[src/rtl/seq_det_pkg.sv]
// Shared definitions for the 1011 serial pattern detector: state encoding,
// counter width/limit and the pattern itself.
package seq_det_pkg;

    // Width and saturation value of the detection counter
    localparam int CNT_W = 4;
    localparam logic [CNT_W-1:0] CNT_MAX = 4'd15;

    // Pattern being searched for, first bit received is the MSB
    localparam logic [3:0] PATTERN = 4'b1011;

    // Width of the state register; codes 101..111 are unused
    localparam int STATE_W = 3;

    // Detector states, named after the prefix of PATTERN matched so far
    typedef enum logic [STATE_W-1:0] {
        S0 = 3'b000,   // nothing matched
        S1 = 3'b001,   // "1"
        S2 = 3'b010,   // "10"
        S3 = 3'b011,   // "101"
        S4 = 3'b100    // "1011" found
    } state_e;

    // True for the five codes that name a real state
    function automatic logic isLegalState(input logic [STATE_W-1:0] code);
        return (code <= S4);
    endfunction

endpackage

[src/rtl/dff_bank.sv]
// Generic bank of N rising-edge D flip-flops with an asynchronous
// active-low clear. Holds no logic of its own beyond storage.
module dff_bank #(
    parameter int N = 1
) (
    input  logic         clk_i,
    input  logic         rst_ni,
    input  logic [N-1:0] d_i,
    output logic [N-1:0] q_o
);

    logic [N-1:0] bank_q;

    // Capture d_i on every rising edge; clear to zero as soon as rst_ni drops
    always_ff @(posedge clk_i or negedge rst_ni) begin
        if (!rst_ni) begin
            bank_q <= '0;
        end else begin
            bank_q <= d_i;
        end
    end

    assign q_o = bank_q;

endmodule

[src/rtl/seq_detector_1011.sv]
// Overlapping 1011 serial pattern detector with a Moore detect flag and a
// saturating detection counter. Storage lives in two dff_bank instances;
// all next-state, counter and output decode logic is kept here.
module seq_detector_1011
    import seq_det_pkg::*;
(
    input  logic             CLK,
    input  logic             CLR_b,
    input  logic             X,
    input  logic             EN,
    input  logic             CNT_CLR,
    output logic             Z,
    output logic [CNT_W-1:0] CNT,
    output logic             SAT
);

    logic [STATE_W-1:0] state_q;
    logic [STATE_W-1:0] state_d;
    logic [CNT_W-1:0]   cnt_q;
    logic [CNT_W-1:0]   cnt_d;
    logic               detect;

    // State register: a plain bank of flops cleared by CLR_b
    dff_bank #(
        .N (STATE_W)
    ) u_state_bank (
        .clk_i  (CLK),
        .rst_ni (CLR_b),
        .d_i    (state_d),
        .q_o    (state_q)
    );

    // Detection counter register, cleared by CLR_b alongside the state
    dff_bank #(
        .N (CNT_W)
    ) u_cnt_bank (
        .clk_i  (CLK),
        .rst_ni (CLR_b),
        .d_i    (cnt_d),
        .q_o    (cnt_q)
    );

    // Next-state logic: advance on enabled edges, hold otherwise, and pull
    // any unused code back to S0 whether or not EN is set
    always_comb begin
        state_d = S0;
        if (!isLegalState(state_q)) begin
            state_d = S0;
        end else if (!EN) begin
            state_d = state_q;
        end else begin
            case (state_q)
                S0:      state_d = X ? S1 : S0;
                S1:      state_d = X ? S1 : S2;
                S2:      state_d = X ? S3 : S0;
                S3:      state_d = X ? S4 : S2;
                S4:      state_d = X ? S1 : S2;
                default: state_d = S0;
            endcase
        end
    end

    // A detection is exactly the enabled S3 -> S4 move on a final 1
    always_comb begin
        detect = 1'b0;
        if (EN && (state_q == S3) && (X == PATTERN[0])) begin
            detect = 1'b1;
        end
    end

    // Counter update: synchronous clear beats an increment on the same
    // edge, and the count sticks at CNT_MAX once reached
    always_comb begin
        cnt_d = cnt_q;
        if (CNT_CLR) begin
            cnt_d = '0;
        end else if (detect && (cnt_q != CNT_MAX)) begin
            cnt_d = cnt_q + 1'b1;
        end
    end

    // Outputs decode only registered values so X and EN never reach them
    always_comb begin
        Z   = (state_q == S4);
        CNT = cnt_q;
        SAT = (cnt_q == CNT_MAX);
    end

endmodule
[config.mk]
export PLATFORM = sky130hd
export DESIGN_NAME = seq_detector_1011
export DESIGN_NICKNAME = d
export VERILOG_FILES = /design/src/rtl/seq_det_pkg.sv /design/src/rtl/dff_bank.sv /design/src/rtl/seq_detector_1011.sv
export SDC_FILE = /design/constraint.sdc
export NUM_CORES = 1
export LEC_CHECK = 0
export CAP_MARGIN = 20
export CORE_AREA = 2 2 39 41
export CTS_CLUSTER_SIZE = 40
export DETAILED_ROUTE_END_ITERATION = 6
export DIE_AREA = 0 0 41 43
export GPL_ROUTABILITY_DRIVEN = 0
export MAX_ROUTING_LAYER = met4
export PLACE_DENSITY_LB_ADDON = 0.2
export SYNTH_ARGS = -nofsm -noshare
export SYNTH_HDL_FRONTEND = slang
export SYNTH_SLANG_ARGS = --single-unit
[constraint.sdc]
create_clock -name CLK -period 1.4 [get_ports CLK]
set_input_delay 0.28 -clock CLK [delete_from_list [all_inputs] [get_ports CLK]]
set_output_delay 0.28 -clock CLK [all_outputs]
set_load 0.05 [all_outputs]
==> summary.txt <==
Yosys
  • YS warnings: 0
  • Synthesized area: ~410 um^2
  • Sequential element share of the synthesized area: 0.431
  • Unique cell type count in the Yosys netlist: 22
  • Synthesized flop and latch total: 7
  • Mapped Cells: 42
  • Syn avg cell area: around 9.7 um^2
  • Synth Net Count: 48

Clock tree
  • Root Driver: clkbuf_4
  • Worst-Skew Late Latency: between 0.2 and 0.3 ns
  • CTS max path bufs: 2
  • Clock sink count: 7
  • H-tree depth: 1
  • TritonCTS clock tree: built
  • CTS buffer count: 3
  • Clk pin slew, worst setup/hold paths: 0.06 ns

Outcome
  • Failing checks: setup timing
  • Status: finished with violations

Critical path
  • FF-to-FF Start: u_cnt_bank.q_o[0]
  • Startpoint types: flip-flop
  • Worst r2r dst: u_cnt_bank.q_o[0]
  • WS Path Type: reg -> out
  • Worst Reg-to-Reg Cells: 4
  • Setup crit end: SAT
  • WP data required: about 1.1 ns
  • CP arrival: ~1.2 ns
  • CP endpoint kind: output pin
  • Beginning of the critical path: u_cnt_bank.q_o[0]
  • Maximum fanout along the worst path: 2
  • Reg2Reg Setup Slack: approximately 0.06 ns

Timing
  • Slew Limit Fails: 0
  • Final hold vios: 0
  • RSZ-0062 raised after global routing: true
  • Worst-Margin Slew: roughly 0.32 ns
  • Worst Skew: 0.00621 ns
  • Crit share post-route: 1.04
  • Fmax: 684 MHz
  • Setup violations, final: 2
  • Final setup margin: -0.0619 ns
  • Max-Slew Margin vs Limit: 0.787
  • Shortest period the worst path allows: roughly 1.5 ns

Power
  • Leakage: 0.331 nW
  • Internal: between 400 and 500 uW
  • Max VDD drop: 0.398 mV
  • Sequential power share: 0.418
  • Switch share: 0.320
  • Switch Pwr: 197 uW
  • Combinational Power Share: 0.267
  • Pwr/cell area: a little over 800 nW/um^2
  • Power share of the clock group: 0.314

Finish
  • Inserted Diodes: 0
  • Filler Cell Count: approximately 120
  • Layout cells sized above 1: 0.485
  • Most common cell after layout, fill and taps aside: buf_4
  • Finished Cell Area: 761 um^2
  • Final #Nets: 73
  • Final non-filler cell total: 82
  • Most frequent cells in the layout: buf_4, inv_1, buf_12
  • Layout area overhead: 87.1%

Floorplan
  • Die ar.: between 1500 and 2000 um^2
  • # rows: 14
  • Initial Util: 0.294
  • Chip width: between 40 and 50 um
  • Vert. Die Dim: about 43 um
  • Placeable Area: about 1400 um^2
  • Top-level port count: 11

Route
  • Routed WL: about 950 um
  • Vias: 401
  • Initial DRC count: 5
  • Via density: roughly 4.9
  • First-pass iteration count of the detailed router: 2
  • Wire length per cell: approximately 12 um
  • Wl on met1: roughly 400 um
  • # DRC: 0
  • Antenna viol nets, final: 0
  • WL met3: about 43 um
  • DR WL met2: ~470 um
  • DR top layer: met4

Min path
  • HP Class: in -> async

GRT
  • First-pass GRT wire length: 1730 um
  • Largest net degree at the start of global routing: 8
  • GRT Overall Usage: 0.163
  • GR Overflow Total: 0
  • Vias in the first global route: 400
  • Initial antenna violation count: 0

Place
  • HPWL after DPL: approximately 700 um
  • Placed Cells: between 70 and 80
  • Pre-CTS WS: -0.332 ns
  • Dpl cell area: a little under 700 um^2
  • Number of I/O port buffers: 10

Job
  • Max cap viols: 0
==> power by group through the flow <==
stage          Sequential (mW)  Clock (mW)  Combinational [mW]
2_1_floorplan            0.258           0              0.0694
4_1_cts                  0.258       0.201               0.165
6_report                 0.257       0.194               0.165
3_5_place_dp             0.249           0               0.154
5_1_grt                  0.261       0.221               0.182
3_3_place_gp             0.251           0               0.154
==> Yosys cell counts <==
| cell | instances | area [um^2] |
|---|---|---|
| dfrtp_1 | 7 | 175 |
| inv_1 | 6 | 22.5 |
| a21oi_1 | 3 | 15.0 |
| nand2b_1 | 3 | 18.8 |
| mux2_2 | 2 | 22.5 |
| nand3_1 | 2 | 10.0 |
| nor2b_1 | 2 | 12.5 |
| nor3_1 | 2 | 10.0 |
| o32ai_1 | 2 | 17.5 |
| a211oi_1 | 1 | 7.51 |
| and3_1 | 1 | 6.26 |
| ha_1 | 1 | 12.5 |
| mux2i_1 | 1 | 10.0 |
| nand2_1 | 1 | 3.75 |
| nand4b_2 | 1 | 15.0 |
| nor2_1 | 1 | 3.75 |
| nor3b_1 | 1 | 7.51 |
| nor4_1 | 1 | 6.26 |
| o211ai_1 | 1 | 7.51 |
| o2bb2ai_1 | 1 | 8.76 |
| or2b_1 | 1 | 7.51 |
| or3_1 | 1 | 6.26 |
==> registers in the layout, summed over array words and instances (netlist names) <==
signal	cells
u_state_bank.q_o	3
u_cnt_bank.q_o	4
==> repair_timing <==
action                     4_1_cts  5_1_grt
resized for setup                5        3
hold buffers                     0        0
setup endpoints to repair        5        3
pin swaps                        2        1
buffers inserted                 3        0
==> logic make-up after synthesis <==
| logic type | share of synthesized area |
|---|---|
| AND/OR/NAND/NOR | 0.265 |
| adder cells (fa/ha/maj) | 0.0308 |
| flip-flops | 0.431 |
| buffers and inverters | 0.0554 |
| multiplexers | 0.0800 |
| AO/OA/AOI/OAI | 0.138 |
==> metal layers <==
layer  track usage  up-vias
met5             -        -
met4         0.140        0
met3        0.0785        5
met2         0.216       11
met1         0.173      186
li1              -      199
==> critical path: stages (launching register included) <==
cell and delay [ns]:
dfrtp_2 0.42, ha_4 0.16, and3_4 0.19, buf_12 0.14
==> per-stage QoR <==
step                      total power [mW]   util  setup TNS (ns)  hold slack, ns
final                                0.615  0.550         -0.0995           0.273
after global routing                 0.663  0.550          -0.208           0.303
after CTS                            0.623  0.541          -0.132           0.285
after detailed placement             0.403  0.492           -1.26           0.570
after global placement               0.405  0.492           -1.21           0.575
after floorplan                      0.327      -          -0.274         -0.0156
==> worst min path at each step <==
stage / slack (ns) / cells past startpoint / to / start
floorplan: -0.02 / 0 / u_cnt_bank.q_o[0] / CLR_b
detailed placement: 0.57 / 1 / u_state_bank.q_o[0] / CLR_b
global placement: 0.57 / 1 / u_state_bank.q_o[0] / CLR_b
global route: 0.30 / 1 / u_state_bank.q_o[2] / CLR_b
CTS: 0.29 / 1 / u_state_bank.q_o[2] / CLR_b
finish: 0.27 / 1 / u_state_bank.q_o[2] / CLR_b
==> final cells by class <==
type	count	area, um^2	area share
multi-input cells	29	272	0.357
flip-flops and latches	7	180	0.237
clock buffers	4	26.3	0.0345
repair buffers	20	240	0.316
inverters	6	22.5	0.0296
well taps	16	20.0	0.0263
No activity file was read; power rests on OpenSTA's default activity.
